--- config.mk ---
export PLATFORM = sky130hd
export DESIGN_NAME = timer_alarm_irq
export DESIGN_NICKNAME = d
export VERILOG_FILES = /design/src/rtl/timer_pkg.sv /design/src/rtl/timer_alarm_cfg.sv /design/src/rtl/timer_alarm_irq.sv
export SDC_FILE = /design/constraint.sdc
export NUM_CORES = 1
export LEC_CHECK = 0
export ABC_AREA = 1
export CAP_MARGIN = 40
export CORE_ASPECT_RATIO = 0.7
export CORE_MARGIN = 2
export CORE_UTILIZATION = 55
export DETAILED_ROUTE_END_ITERATION = 12
export PLACE_DENSITY = 0.85
export RECOVER_POWER = 100
export SETUP_SLACK_MARGIN = 0.5
export SLEW_MARGIN = 20
export SYNTH_ARGS = -nofsm -noshare
export SYNTH_HDL_FRONTEND = slang
export SYNTH_SLANG_ARGS = --single-unit
--- constraint.sdc ---
create_clock -name clk -period 5.75 [get_ports clk]
set_clock_uncertainty 0.2 [all_clocks]
set_input_delay 1.15 -clock clk [delete_from_list [all_inputs] [get_ports clk]]
set_output_delay 1.15 -clock clk [all_outputs]
set_load 0.05 [all_outputs]
--- src/rtl/timer_pkg.sv ---
// Shared alarm/timer definitions: FSM state encoding, config register map
// and ctrl word bit positions.
package timer_pkg;

  typedef enum logic [1:0] {
    IDLE  = 2'd0,
    ARMED = 2'd1,
    FIRE  = 2'd2
  } alarm_state_e;

  localparam logic [1:0] CFG_ADDR_COMPARE = 2'd0;
  localparam logic [1:0] CFG_ADDR_PERIOD  = 2'd1;
  localparam logic [1:0] CFG_ADDR_CTRL    = 2'd2;

  localparam int CTRL_ARM_BIT = 0;
  localparam int CTRL_PER_BIT = 1;

endpackage

--- src/rtl/timer_alarm_cfg.sv ---
// Alarm configuration registers (compare, period, periodic) and the
// valid/ready write handshake; ready drops for the single FIRE cycle.
module timer_alarm_cfg
  import timer_pkg::*;
#(
  parameter int TW = 32
) (
  input  logic          clk,
  input  logic          reset,
  input  logic          cfg_valid,
  output logic          cfg_ready,
  input  logic [1:0]    cfg_addr,
  input  logic [TW-1:0] cfg_wdata,
  input  logic          fire_next,
  input  logic          reload,
  output logic [TW-1:0] compare,
  output logic [TW-1:0] period,
  output logic          periodic,
  output logic          ctrl_wr,
  output logic          ctrl_arm
);

  logic [TW-1:0] compare_q, compare_d;
  logic [TW-1:0] period_q, period_d;
  logic          periodic_q, periodic_d;
  logic          ready_q, ready_d;
  logic          accept;

  assign accept    = cfg_valid & ready_q;
  assign ctrl_wr   = accept & (cfg_addr == CFG_ADDR_CTRL);
  assign ctrl_arm  = cfg_wdata[CTRL_ARM_BIT];
  assign cfg_ready = ready_q;
  assign compare   = compare_q;
  assign period    = period_q;
  assign periodic  = periodic_q;

  // Next-state of the register file; reload and writes never coincide since ready is low in FIRE.
  always_comb begin
    compare_d  = compare_q;
    period_d   = period_q;
    periodic_d = periodic_q;
    ready_d    = ~fire_next;
    if (reload) begin
      compare_d = compare_q + period_q;
    end else if (accept) begin
      case (cfg_addr)
        CFG_ADDR_COMPARE: compare_d  = cfg_wdata;
        CFG_ADDR_PERIOD:  period_d   = cfg_wdata;
        CFG_ADDR_CTRL:    periodic_d = cfg_wdata[CTRL_PER_BIT];
        default:          compare_d  = compare_q;
      endcase
    end else begin
      compare_d = compare_q;
    end
  end

  // Register update with synchronous reset.
  always_ff @(posedge clk) begin
    if (reset) begin
      compare_q  <= {TW{1'b0}};
      period_q   <= {TW{1'b0}};
      periodic_q <= 1'b0;
      ready_q    <= 1'b1;
    end else begin
      compare_q  <= compare_d;
      period_q   <= period_d;
      periodic_q <= periodic_d;
      ready_q    <= ready_d;
    end
  end

endmodule

--- src/rtl/timer_alarm_irq.sv ---
// Alarm FSM: wrap-safe compare of elapsed seconds against the programmed
// value, one-shot/periodic reload, level irq and saturating missed count.
module timer_alarm_irq
  import timer_pkg::*;
#(
  parameter int TW   = 32,
  parameter int CNTW = 8
) (
  input  logic            clk,
  input  logic            reset,
  input  logic [TW-1:0]   time_sec,
  input  logic            cfg_valid,
  output logic            cfg_ready,
  input  logic [1:0]      cfg_addr,
  input  logic [TW-1:0]   cfg_wdata,
  output logic            irq,
  input  logic            irq_ack,
  output logic            armed,
  output logic [CNTW-1:0] missed_cnt
);

  // Due when time_sec is at or past compare, treating the difference as signed.
  function automatic logic is_due(input logic [TW-1:0] now, input logic [TW-1:0] cmp);
    logic [TW-1:0] diff;
    diff = now - cmp;
    return ~diff[TW-1];
  endfunction

  alarm_state_e    state_q, state_d;
  logic            irq_q, irq_d;
  logic            armed_q, armed_d;
  logic [CNTW-1:0] missed_q, missed_d;
  logic [TW-1:0]   compare, period;
  logic            periodic, ctrl_wr, ctrl_arm, reload, fire_next, due;

  timer_alarm_cfg #(.TW(TW)) u_cfg (
    .clk       (clk),
    .reset     (reset),
    .cfg_valid (cfg_valid),
    .cfg_ready (cfg_ready),
    .cfg_addr  (cfg_addr),
    .cfg_wdata (cfg_wdata),
    .fire_next (fire_next),
    .reload    (reload),
    .compare   (compare),
    .period    (period),
    .periodic  (periodic),
    .ctrl_wr   (ctrl_wr),
    .ctrl_arm  (ctrl_arm)
  );

  assign due        = is_due(time_sec, compare);
  assign fire_next  = (state_d == FIRE);
  assign irq        = irq_q;
  assign armed      = armed_q;
  assign missed_cnt = missed_q;

  // FSM next state; irq is raised on the ARMED->FIRE edge so it rises one cycle after due.
  always_comb begin
    state_d  = state_q;
    armed_d  = armed_q;
    missed_d = missed_q;
    irq_d    = irq_ack ? 1'b0 : irq_q;
    reload   = 1'b0;
    case (state_q)
      IDLE: begin
        if (ctrl_wr && ctrl_arm) begin
          state_d = ARMED;
          armed_d = 1'b1;
        end else begin
          state_d = IDLE;
        end
      end
      ARMED: begin
        if (ctrl_wr && !ctrl_arm) begin
          state_d = IDLE;
          armed_d = 1'b0;
        end else if (due) begin
          state_d = FIRE;
          irq_d   = 1'b1;
          // An acked irq is replaced by the new event, so it does not count as missed.
          if (irq_q && !irq_ack && (missed_q != {CNTW{1'b1}})) begin
            missed_d = missed_q + {{(CNTW-1){1'b0}}, 1'b1};
          end else begin
            missed_d = missed_q;
          end
        end else begin
          state_d = ARMED;
        end
      end
      FIRE: begin
        if (periodic && (period != {TW{1'b0}})) begin
          reload  = 1'b1;
          state_d = ARMED;
        end else begin
          armed_d = 1'b0;
          state_d = IDLE;
        end
      end
      default: begin
        state_d = IDLE;
        armed_d = 1'b0;
      end
    endcase
  end

  // State and output registers with synchronous reset.
  always_ff @(posedge clk) begin
    if (reset) begin
      state_q  <= IDLE;
      irq_q    <= 1'b0;
      armed_q  <= 1'b0;
      missed_q <= {CNTW{1'b0}};
    end else begin
      state_q  <= state_d;
      irq_q    <= irq_d;
      armed_q  <= armed_d;
      missed_q <= missed_d;
    end
  end

endmodule
# Word-level counts from Yosys, hierarchy flattened
# Cells that the tools add are included.
dict set report classes {
  n_addsub 3
  n_eq_ne 9
  n_mux 18
  n_bitwise 6
  reduce_logical 17
}
# operator n
set op_table {}
lappend op_table {{$mux 32} 3}
lappend op_table {{$add 32x32->32} 1}
lappend op_table {{$reduce_bool 32->1} 1}
lappend op_table {{$sub 32x32->32} 1}
lappend op_table {{$mux 1} 11}
lappend op_table {{$reduce_and 3->1} 3}
lappend op_table {{$add 8x1->8 const B} 1}
lappend op_table {{$ne 8x8->1 const B} 1}
lappend op_table {{$eq 2x2->1 const B} 3}
lappend op_table {{$ne 2x2->1 const B} 3}
lappend op_table {{$pmux 2 s3} 1}
lappend op_table {{$logic_and 1x1->1} 5}
lappend op_table {{$eq 2x1->1 const B} 2}
lappend op_table {{$logic_not 2->1} 2}
lappend op_table {{$mux 2} 2}
lappend op_table {{$not 1->1} 4}
lappend op_table {{$reduce_and 4->1} 1}
lappend op_table {{$reduce_bool 2->1} 2}
lappend op_table {{$pmux 1 s3} 1}
lappend op_table {{$and 1x1->1} 2}
lappend op_table {{$logic_not 1->1} 2}
lappend op_table {{$reduce_and 2->1} 1}
dict set report totals {
  ff_bits 78
  input_bits 70
  output_inout_bits 11
  wordCells 61
}

# Longest topological paths before layout
# Gate-level depths: netlist of the first run.
dict set report logic_depth {
  depth_word 7
  ltp_mapped 17
  mapped_depth_nobuf 17
}

# By module
# Synthesis of the first run repeated with hierarchy kept, for this count alone.
dict set report unflattened {
  hier_cells 1114
  area_unflattened_um2 6660.1
}
# module instances cells_each area_per_inst_um2 seq_area_each_um2
set modules_own_cells {}
lappend modules_own_cells {timer_alarm_cfg 1 841 5008.6 1321.3}
lappend modules_own_cells {timer_alarm_irq 1 273 1651.6 240.2}

# Least setup slack after synthesis of the first run
# No wires, ideal clock.
dict set report synth_timing {
  path_type {in2reg}
  start {in time_sec[26]}
  end {reg missed_q[4] (netlist: missed_cnt[4])}
  arrival_ns 2.511
  t_required_ns 5.415
  setup_slack_ns 2.903
  cell_stages 13
  path_buffers 0
  path_cell_list {ha_1 > nand2_1 > nor2_1 > nand2_1 > inv_1 > nand2_1 > nand3_1 > nor2_1 > nand3_1 > nand2_2 > nand3_1 > nand2_1 > a21oi_1}
}
dict set report synth_via {
  elab_chain_len 3
}
# item line
set synth_rtl {}
lappend synth_rtl {{from (decl)} timer_alarm_irq.sv:11} ;# input logic [TW-1:0] time_sec,
lappend synth_rtl {{$sub 32x32->32} timer_alarm_irq.sv:25} ;# diff = now - cmp;
lappend synth_rtl {{$not 1->1 (no source line)} --}
lappend synth_rtl {{$reduce_and 4->1 (no source line)} --}
lappend synth_rtl {{to (signal assigned)} timer_alarm_irq.sv:113} ;# missed_q <= {CNTW{1'b0}};
lappend synth_rtl {{to (signal assigned)} timer_alarm_irq.sv:118} ;# missed_q <= missed_d;
lappend synth_rtl {{to (decl)} timer_alarm_irq.sv:32} ;# logic [CNTW-1:0] missed_q, missed_d;
# Every way passes these cells.
# A chain may end at the register's enable or synchronous reset.

# Worst setup path after layout of the first run
dict set report layout_timing {
  start {reg u_cfg.period_q[15] (netlist: u_cfg.period[15])}
  end {reg u_cfg.compare_q[26] (netlist: u_cfg.compare[26])}
}
dict set report layout_via {
  elab_chain_len 6
}
# item line
set layout_rtl {}
lappend layout_rtl {{from (decl)} timer_alarm_cfg.sv:24} ;# logic [TW-1:0] period_q, period_d;
lappend layout_rtl {{from (signal assigned)} timer_alarm_cfg.sv:61} ;# period_q <= {TW{1'b0}};
lappend layout_rtl {{from (signal assigned)} timer_alarm_cfg.sv:66} ;# period_q <= period_d;
lappend layout_rtl {{branches (longest 6 deep; another with $add 32x32->32)} --}
lappend layout_rtl {{to (signal assigned)} timer_alarm_cfg.sv:60} ;# compare_q <= {TW{1'b0}};
lappend layout_rtl {{to (signal assigned)} timer_alarm_cfg.sv:65} ;# compare_q <= compare_d;
lappend layout_rtl {{to (decl)} timer_alarm_cfg.sv:23} ;# logic [TW-1:0] compare_q, compare_d;
# Parallel ways; which one is timed is not known.

==> summary.md, run 1 <==
• commonest cells in the netlist: 311 x nand2_1, 130 x inv_1, 100 x a21oi_1, 78 x dfxtp_1, 74 x nor2_1
• starting density of the core: 56.3%
• switching share of power: 28.3%
• cell type with the highest occurrence count on the critical path: nand2_1
• detailed-route wire length: 17400 microns
• path class of the lowest-slack min-delay path: reg2reg
• relative contribution of sequential cells to total power: 41.1%
• violations in the final reports: capacitance limit, slew limit
• most frequently used cell type in the post-synthesis netlist: nand2_1
• clock tree root driver cell: clkbuf_16
• post-synth top area share: 25.3%
• crit end category: register
• proportion of layout cells with a drive suffix above 1: 3.01%
• Reg2Reg Setup Slack: 1340 ps
• CP arrival: 4490 ps
• peak supply drop: 135 uV
• number of distinct library cells after synthesis: 34
• R2R Path Start: u_cfg.period[15]$_SDFFE_PP0P_
• library cell with the largest summed area after synthesis: dfxtp_1
• final instance area: 7310 sq um
• post-detailed-placement half-perimeter wirelength: 13200 microns
• Overall Power: 1400 uW
• post-layout utilization of the core: 66.6%
• Slew Limit Headroom: -22.0%
• initial drt markers: 598
• sequential element share of the synthesized area: 25.3%
• TritonCTS buffer count: 9
• clock input transition at the sequential cells of the worst setup and hold paths: 60 ps
• pwr dens: 192 nW/um^2
• crit path kind: reg2reg
• number of diodes added for antenna fixing: 0
• number of storage elements in the synthesis netlist: 78
• total number of vias: 6517
• total congestion overflow: 0
• post-detailed-placement cell area: 7050 sq um
• worst stage delay on the critical path: 1340 ps
• count of hold-fix buffers inserted at cts: 0
• via-per-instance ratio: 5.36
• worst-margin pin slew: 1830 ps
• worst-path fanout max: 40
• vias in the first global route: 6053
• maximum level of the CTS H-tree: 3
• maximum achievable frequency: 227 MHz
• Routed Antenna Nets: 0
• required arrival time at the worst endpoint: 5830 ps
• number of cells upsized or downsized after cts: 0
• buffers inserted by post-CTS timing repair: 0
• die area: 12100 sq um
• number of rows in the core area: 32
• Clk Latency, worst-skew pair: 350 ps
• final critical path time including I/O delays and setup: 4410 ps
• maximum number of pins on one net before global-route repair: 57
• Post-synth top flop: dfxtp_1
• drt wl/cell: 14.3 microns
• library cell contributing the largest single delay on the critical path: clkbuf_1
• worst hold path startpoint: u_cfg.compare[18]$_SDFFE_PP0P_
• endpoint with the worst hold slack: u_cfg.compare[18]$_SDFFE_PP0P_
• Cell Chain, Critical Path: nor4_1, nand4_1, o21bai_4, clkbuf_1, nand2_1, inv_4, nand2_1, a21oi_2
• clock power share: 42.2%
• number of synthesized flops with an enable pin: 0
• CTS max path bufs: 2
• NumNets Final: 1190
• share of the cycle needed by the critical path after routing: 76.7%
• setup repair after global routing missed its margin: no
• part of the total power dissipated in combinational logic: 16.7%
• number of failing setup endpoints in the final timing report: 0
• number of DRC violations after detailed routing: 0
• global-route wire length before repair: 29000 microns
• global router's overall resource usage: 30.3%
• result of the run: finished with violations
• TritonCTS sink count: 78
• Area growth, synth to finish: 18.2%
• launching element type of the critical path: register
• Post-synth ARST share: 0%
• cell area after synthesis: 6180 sq um
• Final Max Slew Viols: 41
• number of cells produced by synthesis: 987
• number of placed I/O pins: 81
• number of buffers inserted by port buffering: 80
• internal power: 1010 uW
• final hold violation count: 0
• gpl congestion: 1.01
• Die Y: 92.7 microns
• post-route setup TNS: 0 ps
• core region area: 11000 sq um
• reg2reg end: u_cfg.compare[26]$_SDFFE_PP0P_
• die width: 131 microns
• path depth of the worst reg2reg path: 8
• Synthesis Warnings: 0
• number of max-cap violations: 1
• Leak Pwr: 0.00338 uW
• clock tree from TritonCTS: yes
• switching power: 397 uW
• Hold Path Stages: 2
• cells taking the most area after synthesis: dfxtp_1 25%, nand2_1 19%, ha_1 13%
• Detailed Routing Iterations Pass 1: 5
• synthesized netlist net count: 1120
• initial antenna violation count: 0
• syn avg cell area: 6.26 sq um
through the flow:
| step | setup WS [ps] | cells | hold WS, ps |
|---|---|---|---|
| CTS | 2310 | 1215 | 291 |
| detailed placement | 1940 | 1199 | 278 |
| finish | 1340 | 1215 | 287 |
| floorplan | 2900 | 987 | 256 |
| global route | 1130 | 1215 | 308 |
| global placement | 2000 | 1199 | 277 |
critical path: cells and delay by family (launching register included):
kind | cells | cell delay (ps)
AOI/OAI and AO/OA | 2 | 360
buffers and inverters | 2 | 1780
DFF | 1 | 340
and+or+nand+nor | 4 | 1630
power by group through the flow:
stage	sequential [uW]	combinational (uW)	clock, uW
2_1_floorplan	583	145	0
3_3_place_gp	587	229	0
3_5_place_dp	588	233	0
4_1_cts	576	235	596
5_1_grt	578	266	619
6_report	576	234	591
flip-flops by register name, summed over array words and instances (netlist names):
register	flops
u_cfg.period	32
u_cfg.compare	32
state_q	2
irq	1
armed	1
missed_cnt	8
u_cfg.cfg_ready	1
u_cfg.periodic	1
worst max path at each step:
stage                                              from  cells past startpoint                        endpoint
after floorplan                            time_sec[26]                     13      missed_cnt[4]$_SDFFE_PP0P_
after global placement                     time_sec[29]                     13      missed_cnt[0]$_SDFFE_PP0P_
after detailed placement                   time_sec[29]                     13      missed_cnt[6]$_SDFFE_PP0P_
after CTS                                  time_sec[30]                     13      missed_cnt[7]$_SDFFE_PP0P_
after global routing      u_cfg.period[15]$_SDFFE_PP0P_                      8  u_cfg.compare[31]$_SDFFE_PP0P_
final                     u_cfg.period[15]$_SDFFE_PP0P_                      8  u_cfg.compare[26]$_SDFFE_PP0P_
cells by family after synthesis:
kind of cell	share of synthesized area, %
simple gates	31.9
flops	25.3
compound gates	16.1
fa+ha+maj	12.9
buf+inv	10.6
xor+xnor	3.26
cells in the final DEF, fill, tap and decap left out, types with 4 or more instances in the layout:
cell type / count
nand3_1: 48
nor3_1: 11
clkdlybuf4s50_1: 66
inv_1: 131
xnor2_1: 5
o21ai_0: 64
nor4_1: 7
ha_1: 62
clkbuf_16: 9
nor2_1: 74
a21oi_2: 7
dlygate4sd3_1: 13
nand2_1: 320
a31oi_1: 4
dfxtp_1: 78
nand4_1: 12
a21oi_1: 101
xor2_1: 18
final cells by class:
class	instances	area [sq um]
Clock buffer	9	225
Sequential cell	78	1560
Timing Repair Buffer	84	818
Fill cell	1050	3660
Tap cell	153	191
Multi-Input combinational cell	751	3930
Clock inverter	7	78.8
Inverter	133	502
layer usage:
layer | vias up | global-route usage (%) | wire [microns]
met4 | 0 | 7.00 | 313
met2 | 296 | 43.6 | 6850
met5 | - | 0 | 0
met1 | 2855 | 45.5 | 8440
li1 | 3336 | - | -
met3 | 30 | 6.87 | 1810
Power figures use the tool's default switching activity.
==> inputs of run 2 (changes only) <==
- clock period: 5.75 -> 4.36 ns (I/O delays scaled with it)
==> run 2 against run 1 <==
Net effect: the run now ends clean; critical path depth unchanged; flip-flop and latch count unchanged; combinational power increased by 33%; largest cell class unchanged; global-route usage decreased by 0.59 points; design area about the same; count of clock-buffer cells in the layout increased by 2; non-clock buffer count unchanged; routed wire length about the same; hold slack got worse by 2.7 ps; power increased by 31%.
==> summary.md, run 2 (synthesis gave the netlist of run 1 again) <==
• post-detailed-placement half-perimeter wirelength: 13000 microns, -1.4%
• Die Y: 92.7 microns, unchanged
• CTS max path bufs: 2, unchanged
• number of failing setup endpoints in the final timing report: 0, unchanged
• die width: 131 microns, unchanged
• relative contribution of sequential cells to total power: 41.3%, +0.2 points
• worst-margin pin slew: 1230 ps, -604 ps
• count of hold-fix buffers inserted at cts: 0, unchanged
• TritonCTS sink count: 78, unchanged
• core region area: 11000 sq um, unchanged
• global-route wire length before repair: 28500 microns, -1.5%
• number of cells upsized or downsized after cts: 0, unchanged
• number of placed I/O pins: 81, unchanged
• clock power share: 41.8%, -0.4 points
• part of the total power dissipated in combinational logic: 16.9%, +0.2 points
• crit path kind: reg2reg
• highest-count cells in the layout ignoring fill and taps: 313 x nand2_1, 131 x inv_1, 106 x a21oi_1, 78 x dfxtp_1, 74 x nor2_1
• vias in the first global route: 6037, -0.26%
• clock tree from TritonCTS: yes
• number of diodes added for antenna fixing: 0, unchanged
• initial antenna violation count: 0, unchanged
• most frequent standard cell in the layout excluding fill and tap cells: nand2_1
• total congestion overflow: 0, unchanged
• share of the cycle needed by the critical path after routing: 87.9%, +11 points
• internal power: 1340 uW, +33%
• number of max-cap violations: 0, -1
• source of the critical timing path: u_cfg.period[15]$_SDFFE_PP0P_
• drt wl/cell: 14.3 microns, about the same
• TritonCTS buffer count: 9, unchanged
• maximum number of pins on one net before global-route repair: 56, -1.8%
• result of the run: complete, no violations
• multi-input combinational cell area: 3920 sq um, -0.19%
• setup repair after global routing missed its margin: no
• Slew Limit Headroom: 18.2%, +40 points
• Routed Antenna Nets: 0, unchanged
• clock input transition at the sequential cells of the worst setup and hold paths: 60 ps, about the same
• Clk Latency, worst-skew pair: 340 ps, about the same
• number of rows in the core area: 32, unchanged
• worst hold path startpoint: u_cfg.compare[7]$_SDFFE_PP0P_
• path class of the lowest-slack min-delay path: reg2reg
• Register Area: 1560 sq um, unchanged
• maximum level of the CTS H-tree: 3, unchanged
• launching element type of the critical path: register
• required arrival time at the worst endpoint: 4430 ps, -1400 ps
• clock tree root driver cell: clkbuf_16
• global router's overall resource usage: 29.7%, -0.59 points
• peak supply drop: 259 uV, +92%
• starting density of the core: 56.3%, unchanged
• switching power: 504 uW, +27%
• final critical path time including I/O delays and setup: 3830 ps, -574 ps
• switching share of power: 27.4%, -0.90 points
• detailed-route wire length: 17400 microns, about the same
• CP arrival: 3900 ps, -590 ps
• Detailed Routing Iterations Pass 1: 5, unchanged
• gpl congestion: 1.05, +3.5%
• fill cell instance count of the final layout: 1037, -1.2%
• Area growth, synth to finish: 18.1%, about the same
• via-per-instance ratio: 5.41, +0.78%
• final worst hold slack: 284 ps, -2.73 ps
• maximum achievable frequency: 261 MHz, +15%
• pwr dens: 252 nW/um^2, +31%
• worst-path fanout max: 40, unchanged
• final hold violation count: 0, unchanged
• Leak Pwr: 0.00337 uW, about the same
• initial drt markers: 681, +14%
• total number of vias: 6568, +0.78%
• buffers inserted by post-CTS timing repair: 0, unchanged
• number of DRC violations after detailed routing: 0, unchanged
• number of buffers inserted by port buffering: 80, unchanged
• die area: 12100 sq um, unchanged
• post-route setup TNS: 0 ps, unchanged
• proportion of layout cells with a drive suffix above 1: 3.20%, +0.19 points
• crit end category: register
• R2R Path Start: u_cfg.period[15]$_SDFFE_PP0P_
• Final Max Slew Viols: 0, -100%
• NumNets Final: 1190, unchanged
run 2: cell count changes in the layout (fill, tap and decap cells not counted), moves of 2 or more:
cell,before,now
a21oi_2,7,2
inv_6,3,0
a21oi_1,101,106
buf_4,2,4
nand2_2,2,8
nand2_1,320,313
clkinvlp_4,0,2
run 2: metal layers:
layer  track usage (%)  vias up  wire (microns)
li1                  -     3322               -
met1              43.8     2908            8250
met2              44.5      322            7040
met3              6.12       16            1910
met4              6.21        0             192
met5                 0        -               0
run 2: power by group through the flow:
stage,clock network (uW),logic [uW],registers (uW)
floorplan,0,191,769
global placement,0,304,774
detailed placement,0,310,775
CTS,774,313,759
global route,798,349,762
finish,768,311,760
run 2: through the flow:
stage	total power [uW]	utilization, %	cells	setup slack [ps]	instance area (sq um)
final	1840	66.6	1215	527	7300
after global routing	1910	66.6	1215	550	7300
after CTS	1850	67.0	1215	1260	7350
after detailed placement	1080	64.2	1199	895	7050
after global placement	1080	64.2	1199	963	7050
after floorplan	961	-	987	1790	6180
run 2: cell type report:
cell class                 instances  area share [%]
tap                              153            2.62
clock inverter                     5           0.805
inverter                         133            6.85
multi-input combinational        751            53.7
sequential                        78            21.4
timing repair buffer              84            11.3
clock buffer                      11            3.32
run 2: critical path: stages, from the launching register on:
cell,delay [ps]
dfxtp_1,340
nor4_1,690
nand4_1,290
o21bai_1,340
buf_4,470
nand2_1,350
clkinvlp_2,760
nand2_1,130
a21oi_1,170
run 2: final timing paths:
path                                   endpoint  slack (ps)  cells after the start
setup / recovery  u_cfg.compare[9]$_SDFFE_PP0P_         530                      8
hold / removal    u_cfg.compare[7]$_SDFFE_PP0P_         280                      2
setup reg to reg  u_cfg.compare[9]$_SDFFE_PP0P_         530                      8
hold reg to reg   u_cfg.compare[7]$_SDFFE_PP0P_         280                      2
